==> src/rtl/snd_regctrl_mc.sv <==
// Multi-slot register controller for the sound IP: bus/SPI register file, slot pointer, volume/filter.
// Define SND_VOL_RAMP_EN to route volume through a rate-limited ramp instead of the raw targets.
module snd_regctrl_mc #(
  parameter int NSLOT    = 4,
  parameter int RAMP_DIV = 1024,
  localparam int SW      = $clog2(NSLOT)
) (
  input  logic          ACLK,
  input  logic          ARST,
  input  logic [15:0]   WRADDR,
  input  logic [3:0]    BYTEEN,
  input  logic          WREN,
  input  logic [31:0]   WDATA,
  input  logic [15:0]   RDADDR,
  input  logic          RDEN,
  output logic [31:0]   RDATA,
  input  logic [7:0]    SPI_GET_DATA,
  input  logic          SPI_DATA_VALID,
  output logic [1:0]    COMMAND,
  output logic          LOOP,
  output logic [28:0]   SNDADDR,
  output logic [28:0]   DATASIZE,
  output logic [SW-1:0] SLOT_SEL,
  output logic          SLOT_CHG,
  output logic [7:0]    VOLUME_L,
  output logic [7:0]    VOLUME_R,
  output logic [3:0]    FIL_PARAM_L,
  output logic [3:0]    FIL_PARAM_R
);

  logic          wr_hit_s, rd_hit_s;
  logic [9:0]    widx_s, ridx_s;
  logic [31:0]   rd_val_s;
  logic [7:0]    vol_l_s, vol_r_s;
  logic          slot_load_s;

  logic [1:0]    cmd_q, cmd_d;
  logic          loop_q, loop_d;
  logic [7:0]    tgt_l_q, tgt_l_d, tgt_r_q, tgt_r_d;
  logic [3:0]    fil_l_q, fil_l_d, fil_r_q, fil_r_d;
  logic [SW-1:0] slot_q, slot_d;
  logic          slot_chg_q;
  logic [31:0]   spistat_q, spistat_d;
  logic [31:0]   rdata_q;
  logic [28:0]   addr_q [NSLOT];
  logic [28:0]   addr_d [NSLOT];
  logic [28:0]   size_q [NSLOT];
  logic [28:0]   size_d [NSLOT];

  logic unused_s;
  assign unused_s = ^{WRADDR[1:0], RDADDR[1:0], WDATA[31:29]};

  assign wr_hit_s = WREN && (WRADDR[15:12] == 4'h3);
  assign rd_hit_s = RDEN && (RDADDR[15:12] == 4'h3);
  assign widx_s   = WRADDR[11:2];
  assign ridx_s   = RDADDR[11:2];

  // Byte-enabled update of a 29-bit slot field; the top byte only carries bits 28:24.
  function automatic logic [28:0] be_merge(input logic [28:0] cur, input logic [31:0] wd,
                                           input logic [3:0] be);
    be_merge = cur;
    if (be[0]) be_merge[7:0]   = wd[7:0];
    if (be[1]) be_merge[15:8]  = wd[15:8];
    if (be[2]) be_merge[23:16] = wd[23:16];
    if (be[3]) be_merge[28:24] = wd[28:24];
  endfunction

  // SPI decode first, bus write second, so the bus overrides any field both touch.
  always_comb begin
    cmd_d       = cmd_q;
    loop_d      = loop_q;
    tgt_l_d     = tgt_l_q;
    tgt_r_d     = tgt_r_q;
    fil_l_d     = fil_l_q;
    fil_r_d     = fil_r_q;
    slot_d      = slot_q;
    slot_load_s = 1'b0;
    spistat_d   = spistat_q;
    addr_d      = addr_q;
    size_d      = size_q;
    if (SPI_DATA_VALID) begin
      spistat_d = {spistat_q[23:0], SPI_GET_DATA};
      case (SPI_GET_DATA[7:5])
        3'b001: begin
          slot_load_s = 1'b1;
          if (!SPI_GET_DATA[4]) slot_d = SPI_GET_DATA[SW-1:0];
          else if (!SPI_GET_DATA[0]) slot_d = slot_q + SW'(1);
          else slot_d = slot_q - SW'(1);
        end
        3'b010: begin
          if (SPI_GET_DATA[4]) fil_r_d = SPI_GET_DATA[3:0];
          else fil_l_d = SPI_GET_DATA[3:0];
        end
        3'b011:         cmd_d   = SPI_GET_DATA[1:0];
        3'b100, 3'b101: tgt_r_d = {SPI_GET_DATA[5:0], 2'b00};
        3'b110, 3'b111: tgt_l_d = {SPI_GET_DATA[5:0], 2'b00};
        default: begin
        end
      endcase
    end else begin
      spistat_d = spistat_q;
    end
    if (wr_hit_s) begin
      case (widx_s)
        10'h000: if (BYTEEN[0]) begin
          cmd_d  = WDATA[1:0];
          loop_d = WDATA[2];
        end
        10'h001: begin
          if (BYTEEN[1]) tgt_l_d = WDATA[15:8];
          if (BYTEEN[0]) tgt_r_d = WDATA[7:0];
        end
        10'h002: if (BYTEEN[0]) begin
          fil_l_d = WDATA[3:0];
          fil_r_d = WDATA[7:4];
        end
        10'h003: if (BYTEEN[0]) begin
          slot_d      = WDATA[SW-1:0];
          slot_load_s = 1'b1;
        end
        default: begin
          for (int k = 0; k < NSLOT; k++) begin
            if (widx_s == 10'(16 + 2 * k)) addr_d[k] = be_merge(addr_q[k], WDATA, BYTEEN);
            if (widx_s == 10'(17 + 2 * k)) size_d[k] = be_merge(size_q[k], WDATA, BYTEEN);
          end
        end
      endcase
    end else begin
      cmd_d = cmd_d;
    end
  end

  // Read mux; unmapped indices and unused bits return zero.
  always_comb begin
    rd_val_s = 32'h0;
    case (ridx_s)
      10'h000: rd_val_s = {29'h0, loop_q, cmd_q};
      10'h001: rd_val_s = {16'h0, tgt_l_q, tgt_r_q};
      10'h002: rd_val_s = {24'h0, fil_r_q, fil_l_q};
      10'h003: rd_val_s = {{(32 - SW){1'b0}}, slot_q};
      10'h004: rd_val_s = spistat_q;
      10'h005: rd_val_s = {16'h0, vol_l_s, vol_r_s};
      default: begin
        for (int k = 0; k < NSLOT; k++) begin
          if (ridx_s == 10'(16 + 2 * k)) rd_val_s = {3'b000, addr_q[k]};
          if (ridx_s == 10'(17 + 2 * k)) rd_val_s = {3'b000, size_q[k]};
        end
      end
    endcase
  end

  // Register file state, SLOT_CHG pulse and read-data capture.
  always_ff @(posedge ACLK) begin
    if (ARST) begin
      cmd_q      <= 2'b00;
      loop_q     <= 1'b0;
      tgt_l_q    <= 8'h00;
      tgt_r_q    <= 8'h00;
      fil_l_q    <= 4'h0;
      fil_r_q    <= 4'h0;
      slot_q     <= '0;
      slot_chg_q <= 1'b0;
      spistat_q  <= 32'h0;
      rdata_q    <= 32'h0;
      for (int k = 0; k < NSLOT; k++) begin
        addr_q[k] <= 29'h0;
        size_q[k] <= 29'h0;
      end
    end else begin
      cmd_q      <= cmd_d;
      loop_q     <= loop_d;
      tgt_l_q    <= tgt_l_d;
      tgt_r_q    <= tgt_r_d;
      fil_l_q    <= fil_l_d;
      fil_r_q    <= fil_r_d;
      slot_q     <= slot_d;
      slot_chg_q <= slot_load_s;
      spistat_q  <= spistat_d;
      addr_q     <= addr_d;
      size_q     <= size_d;
      if (rd_hit_s) rdata_q <= rd_val_s;
    end
  end

`ifdef SND_VOL_RAMP_EN
  localparam int DW = (RAMP_DIV > 2) ? $clog2(RAMP_DIV) : 1;
  localparam logic [DW-1:0] DIV_LAST = DW'(RAMP_DIV - 1);

  logic [DW-1:0] div_q;
  logic [7:0]    vol_l_q, vol_r_q;

  function automatic logic [7:0] vol_step(input logic [7:0] cur, input logic [7:0] tgt);
    if (cur < tgt) vol_step = cur + 8'd1;
    else if (cur > tgt) vol_step = cur - 8'd1;
    else vol_step = cur;
  endfunction

  // Free-running divider; each terminal count moves both channels one step toward target.
  always_ff @(posedge ACLK) begin
    if (ARST) begin
      div_q   <= '0;
      vol_l_q <= 8'h00;
      vol_r_q <= 8'h00;
    end else if (div_q == DIV_LAST) begin
      div_q   <= '0;
      vol_l_q <= vol_step(vol_l_q, tgt_l_q);
      vol_r_q <= vol_step(vol_r_q, tgt_r_q);
    end else begin
      div_q   <= div_q + DW'(1);
    end
  end

  assign vol_l_s = vol_l_q;
  assign vol_r_s = vol_r_q;
`else
  assign vol_l_s = tgt_l_q;
  assign vol_r_s = tgt_r_q;
`endif

  assign RDATA       = rdata_q;
  assign COMMAND     = cmd_q;
  assign LOOP        = loop_q;
  assign SNDADDR     = addr_q[slot_q];
  assign DATASIZE    = size_q[slot_q];
  assign SLOT_SEL    = slot_q;
  assign SLOT_CHG    = slot_chg_q;
  assign VOLUME_L    = vol_l_s;
  assign VOLUME_R    = vol_r_s;
  assign FIL_PARAM_L = fil_l_q;
  assign FIL_PARAM_R = fil_r_q;

endmodule

==> config.mk <==
export PLATFORM = sky130hd
export DESIGN_NAME = snd_regctrl_mc
export DESIGN_NICKNAME = d
export VERILOG_FILES = /design/src/rtl/snd_regctrl_mc.sv
export SDC_FILE = /design/constraint.sdc
export NUM_CORES = 1
export LEC_CHECK = 0
export BUFFER_PORTS_ARGS = -buffer_cell sky130_fd_sc_hd__buf_2
export CAP_MARGIN = 20
export CORE_ASPECT_RATIO = 1.4
export CORE_MARGIN = 5
export CORE_UTILIZATION = 53
export CTS_CLUSTER_DIAMETER = 100
export DETAILED_ROUTE_END_ITERATION = 10
export GPL_ROUTABILITY_DRIVEN = 1
export GPL_TIMING_DRIVEN = 0
export PLACE_DENSITY = 0.78
export SLEW_MARGIN = 20
export SYNTH_ARGS = -nofsm -noshare
export SYNTH_HDL_FRONTEND = slang
export SYNTH_SLANG_ARGS = --single-unit
==> constraint.sdc <==
create_clock -name ACLK -period 1.8 [get_ports ACLK]
set_input_delay 0.18 -clock ACLK [delete_from_list [all_inputs] [get_ports ACLK]]
set_output_delay 0.18 -clock ACLK [all_outputs]
set_load 0.01 [all_outputs]
==> run_results.csv, run 1 <==
group,metric,value,unit
timing,report.final.slew_viol_count,0,
routing,finalWirelength,70500,um
finish,final_cells,2404,
die,num_rows,75,
placement,dp.cells,2323,
yosys,synth.top_cell.area_share,0.4043,
timing,setup_violations,60,
global_routing,grt_pass1_vias,15638,
yosys,synthTopCellsByArea,"dfxtp_1, mux2i_1, mux4_2",
critical_path,rrSetupSlack,-0.06,ns
finish,drive_above_1_share,0.2251,
clock_network,clock_path_buffers,3,
yosys,seq_area_frac_synth,0.4043,
timing,min_period,2.135,ns
global_routing,grt_pass1_wl,100700,um
global_routing,antenna_found_initial,2,
finish,mostFrequentLayoutCells,"dfxtp_1, nor2_1, nand2_1",
clock_network,htree_num_levels,2,
die,initial_utilization,0.5376,
finish,layout_commonest_cell,"dfxtp_1",
run_status,status,"finished, violations left",
clock_network,cts.clk_slew.worst_paths,0.07,ns
finish,nFillCells,2381,
timing,maxSlewHeadroom,0.3437,
yosys,ys_warn_count,0,
routing,dr.pass1.iters,10,
critical_path,startpoint_type,"flop",
routing,num_vias,16321,
routing,antenna_left,0,
clock_network,clk_latency,0.53,ns
routing,viasPerCell,6.789,
yosys,synth_area_per_cell,9.074,sq um
yosys,synth_area_leader_cell,"dfxtp_1",
worst_hold_path,holdCritPathClass,"in -> reg",
critical_path,r2r-end,"SLOT_SEL[1]",
run_status,violations,"negative setup slack",
die,io_pins,201,
timing,rsz0062_at_grt,"true",
critical_path,reg2reg_from,"SLOT_SEL[0]",
critical_path,critPathKind,"reg -> out",
clock_network,clock_sinks,326,
yosys,yosys_most_used_dff,"dfxtp_1",
yosys,synth_edf_count,0,
yosys,syn_inst,1779,
routing,drc,0,
placement,hpwlAfterDp,50700,um
worst_hold_path,min_to,"size_q[16]",
timing,fmax,468.4,MHz
yosys,synth_cell_type_count,68,
clock_network,cts_tree,"done",
finish,area_delta_synth_final,22.18,%
critical_path,cp.required,1.62,ns
timing,worstMarginPinSlew,0.9844,ns
yosys,syn_area,16140,sq um
routing,wl_per_cell,29.33,um
die,die_area,34100,sq um
yosys,async_flop_share,0,
critical_path,reg2reg_depth,9,
finish,fin_nets,2075,
pwr,power_density,817.0,nW/um^2
worst_hold_path,min_path_cells,3,
critical_path,crit_arrival,1.95,ns
worst_hold_path,hp-start,"WDATA[16]",
critical_path,critPathMaxFanout,10,
timing,fin_crit_sh,1.186,
global_routing,grt_use_total,0.3966,
global_routing,grt_start_max_net_pins,15,
job,drv_cap,0,
die,die_w,157.5,um
global_routing,grt_overflow,0,
clock_network,numCtsBuffers,34,
pwr,leakagePower,7.761,nW
placement,postPlaceCellArea,17430,sq um
placement,place.gp.congestion,1.055,
timing,skew,0.01066,ns
finish,final_area,19720,sq um
critical_path,cp-end-kind,"output pin",
pwr,power.total,0.01611,W
yosys,synth_nets,1860,
clock_network,root_buffer,"clkbuf_16",
yosys,ys_ff_latch,326,
finish,fin_util,0.6568,
die,dieHeight,216.5,um
routing,drt_iter0_markers,2349,
placement,numPortBuffers,159,
pwr,vdd.ir_drop.worst,0.7972,mV
timing,finalHoldViolCount,0,
die,fp.coreArea,30030,sq um
timing,whs,0.03323,ns
timing,fin_ws,-0.3349,ns
-- through the flow --
step                TNS [ns]  setup WS, ns
finish                -16.83       -0.3349
global route          -18.21       -0.3500
CTS                   -15.55       -0.3187
detailed placement   -205.64        -1.037
global placement     -190.47       -0.9853
floorplan                  0       0.07563
-- cells in the mapped netlist, drive strengths merged, types with 2 or more instances --
master	count
nor4	10
and4b	2
a22o	2
mux2i	188
and3	11
xor2	2
nor3	8
a2111oi	4
nor4b	3
a21oi	158
buf	59
clkbuf	107
nand3	32
or3	3
a211o	3
nand4	2
mux4	78
mux2	5
o31ai	4
a31oi	8
inv	8
a221oi	15
nor3b	3
dfxtp	326
and2	2
nand2b	7
nor2b	8
nand2	249
nand3b	2
a211oi	35
o221ai	3
nor2	257
o211ai	6
o2bb2ai	3
a311oi	14
a32oi	2
o22ai	2
a2bb2oi	16
o21ai	110
a22oi	8
o21a	2
-- timing repair --
item	4_1_cts	5_1_grt
endpoints found under the setup margin	226	291
gates resized for setup	149	61
setup buffers	10	7
gates cloned	1	2
hold buffers	6	0
pin swaps	2	12
endpoints found under the hold margin	7	0
-- worst max-delay path, cell delays in order, from the launching register on --
cell       delay [ns]
dfxtp_1          0.41
buf_8            0.18
clkbuf_16        0.16
buf_12           0.15
mux4_2           0.36
buf_6            0.15
-- layer usage --
metal | global-route usage | up-vias | part of all wire
li1 | - | 6775 | -
met1 | 0.4665 | 7628 | 0.33
met2 | 0.6210 | 1464 | 0.44
met3 | 0.09918 | 454 | 0.12
met4 | 0.2930 | 0 | 0.10
met5 | 0 | - | 0
-- worst max-delay path by stage --
stage | start | end | slack, ns | depth (start not counted)
floorplan | WRADDR[9] | size_q[66] | 0.08 | 8
global placement | RDADDR[7] | RDATA[12] | -0.99 | 9
detailed placement | WRADDR[3] | addr_q[54] | -1.04 | 7
CTS | SLOT_SEL[0] | DATASIZE[15] | -0.32 | 4
global route | SLOT_SEL[0] | DATASIZE[15] | -0.35 | 4
finish | SLOT_SEL[1] | DATASIZE[26] | -0.33 | 5
-- power by group --
part	internal [W]	total [W]	switching, W
combinational	0.000366	0.00129	0.000921
clock	0.00438	0.00751	0.00313
sequential	0.00726	0.00731	0.0000553
total	0.0120	0.0161	0.00411
-- cell families (layout without fill, tap and decap cells) --
group / after synthesis / count (layout) / synth area share
buffers and inverters: 175 / 413 / 0.04619
other: 0 / 2 / 0
DFF: 326 / 326 / 0.4043
AOI/OAI and AO/OA: 400 / 400 / 0.1501
xor gates and xnor gates: 2 / 2 / 0.001085
and+or+nand+nor: 605 / 605 / 0.1694
muxes: 271 / 271 / 0.2289
-- registers in the layout, indices dropped and copies added (netlist names) --
register	count
VOLUME_L	8
VOLUME_R	8
LOOP	1
SLOT_SEL	2
spistat_q	32
FIL_PARAM_L	4
COMMAND	2
addr_q	116
size_q	116
SLOT_CHG	1
FIL_PARAM_R	4
RDATA	32
-- final cells by class --
class | count | area [sq um] | share of cell area
Antenna cell | 2 | 5.005 | 0.0002537
Sequential cell | 326 | 6530 | 0.3311
Timing Repair Buffer | 185 | 1435 | 0.07276
Clock buffer | 46 | 1010 | 0.05119
Tap cell | 385 | 481.7 | 0.02442
Buffer | 160 | 964.7 | 0.04891
Clock inverter | 13 | 151.4 | 0.007676
Multi-Input combinational cell | 1278 | 9112 | 0.4620
Inverter | 9 | 33.78 | 0.001713
Note: power is estimated with default switching activity, not from simulation.
==> inputs of run 2 (changes only) <==
==> constraint.sdc (replaced) <==
create_clock -name ACLK -period 1.8 [get_ports ACLK]
set_input_delay 0.27 -clock ACLK [delete_from_list [all_inputs] [get_ports ACLK]]
set_output_delay 0.27 -clock ACLK [all_outputs]
set_load 0.01 [all_outputs]
==> run 2 against run 1 <==
  * The run still ends with negative setup slack left
  * Flip-flop and latch count stayed put
  * Sequential share of layout area up 0.16 points
  * Critical path depth is 1 lower
  * Clock power increased by 3%
  * Sequential power hardly changed
  * Non-clock buffer count fell by 9
  * Largest cell class unchanged
  * Largest power group unchanged
==> run_results.csv, run 2 (same netlist as run 1, synthesis figures left out) <==
group,metric,value,unit
run_status,status,"finished, violations left",
run_status,violations,"negative setup slack",
timing,finalHoldViolCount,0,
timing,fmax,432.6,MHz
placement,numPortBuffers,159,
timing,skew,0.02527,ns
die,dieHeight,216.5,um
finish,fin_util,0.6538,
routing,num_vias,16433,
finish,mostFrequentLayoutCells,"dfxtp_1, nor2_1, nand2_1",
die,die_area,34100,sq um
routing,drt_iter0_markers,2271,
job,drv_cap,0,
timing,fin_crit_sh,1.284,
timing,min_period,2.311,ns
routing,antenna_left,0,
global_routing,antenna_found_initial,0,
global_routing,grt_start_max_net_pins,20,
routing,finalWirelength,70210,um
die,initial_utilization,0.5376,
timing,maxSlewHeadroom,0.3439,
critical_path,cp-end-kind,"output pin",
global_routing,grt_use_total,0.3971,
pwr,power.total,0.01630,W
routing,viasPerCell,6.859,
routing,wl_per_cell,29.30,um
timing,fin_ws,-0.5114,ns
placement,hpwlAfterDp,50560,um
clock_network,clock_path_buffers,3,
critical_path,crit_arrival,2.04,ns
critical_path,critPathKind,"reg -> out",
timing,report.final.slew_viol_count,0,
clock_network,htree_num_levels,2,
finish,area_delta_synth_final,21.62,%
finish,ff_latch_area,6531,sq um
placement,dp.cells,2323,
pwr,leakagePower,7.727,nW
finish,multi_input_area,9196,sq um
finish,layout_commonest_cell,"dfxtp_1",
clock_network,clock_sinks,326,
routing,drc,0,
timing,worstMarginPinSlew,0.9841,ns
routing,dr.pass1.iters,7,
pwr,power_density,830.1,nW/um^2
clock_network,cts.clk_slew.worst_paths,0.06,ns
die,die_w,157.5,um
clock_network,hold_buffers,0,
timing,rsz0062_at_grt,"true",
timing,whs,0.03667,ns
global_routing,grt_pass1_wl,100700,um
finish,final_cells,2396,
clock_network,root_buffer,"clkbuf_16",
finish,fin_nets,2066,
clock_network,clk_latency,0.55,ns
worst_hold_path,holdCritPathClass,"in -> reg",
global_routing,grt_overflow,0,
clock_network,cts_tree,"done",
finish,reg_top3,"addr_q x116, size_q x116",
finish,drive_above_1_share,0.2289,
clock_network,numCtsBuffers,34,
global_routing,grt_pass1_vias,16102,
timing,setup_violations,62,
placement,place.gp.congestion,1.034,
critical_path,cp.required,1.53,ns
critical_path,startpoint_type,"flop",
die,num_rows,75,
finish,nFillCells,2429,
die,io_pins,201,
die,fp.coreArea,30030,sq um
critical_path,critPathMaxFanout,10,
pwr,vdd.ir_drop.worst,0.7571,mV
-- run 2: cell count changes in the layout (fill, tap and decap cells not counted), moves of 3 or more --
cell / change
buf_12: -3
buf_2: +21
buf_6: -23
buf_8: +4
clkbuf_1: +3
clkbuf_4: +3
clkinv_2: -3
clkinv_4: -3
dlygate4sd3_1: -6
o21ai_0: -4
o21ai_1: +4
-- run 2: path summary, 6_finish.rpt --
path / start / to / slack (ns) / cells after the start
hold / removal: WDATA[2] / FIL_PARAM_L[2] / 0.04 / 3
hold reg to reg: addr_q[78] / addr_q[78] / 0.47 / 2
setup / recovery: SLOT_SEL[0] / DATASIZE[23] / -0.51 / 4
setup reg to reg: SLOT_SEL[0] / RDATA[0] / 0.05 / 8
-- run 2: power by group --
group | switching (W) | leakage [nW] | internal, W
sequential | 0.0000536 | 2.63 | 0.00726
combinational | 0.000928 | 4.51 | 0.000360
clock | 0.00308 | 0.589 | 0.00462
total | 0.00406 | 7.73 | 0.0122
-- run 2: per-layer routing --
| metal | track usage | part of all wire |
|---|---|---|
| met3 | 0.1014 | 0.13 |
| met4 | 0.3176 | 0.10 |
| met5 | 0 | 0 |
| met1 | 0.4559 | 0.33 |
| met2 | 0.6205 | 0.44 |
-- run 2: critical path, cell delays in order (launching register included) --
cell and delay [ns]:
dfxtp_4 0.38, clkbuf_16 0.19, buf_12 0.19, mux4_2 0.56
buf_2 0.17
-- run 2: cell type report --
cell class                      instances  area share
Timing Repair Buffer                  176     0.06111
Tap cell                              385     0.02453
Buffer                                160     0.05054
Clock buffer                           53     0.05379
Clock inverter                          8    0.007137
Multi-Input combinational cell       1278      0.4684
Sequential cell                       326      0.3327
Antenna cell                            1   0.0001275
Inverter                                9    0.001721
-- run 2: what timing repair did --
| item | in CTS | in global routing |
|---|---|---|
| gates resized for setup | 125 | 91 |
| cloned | 1 | 2 |
| endpoints found under the setup margin | 280 | 266 |
| setup buffers | 10 | 5 |
| pin swaps | 7 | 18 |
-- run 2: per-stage QoR --
stage               worst slack (ns)  area [sq um]  setup TNS [ns]
floorplan                  -0.005781         16170        -0.03208
global placement              -1.051         17440         -226.98
detailed placement            -1.123         17440         -234.06
CTS                          -0.4652         19270          -24.49
global route                 -0.4995         19630          -27.08
finish                       -0.5114         19630          -26.80
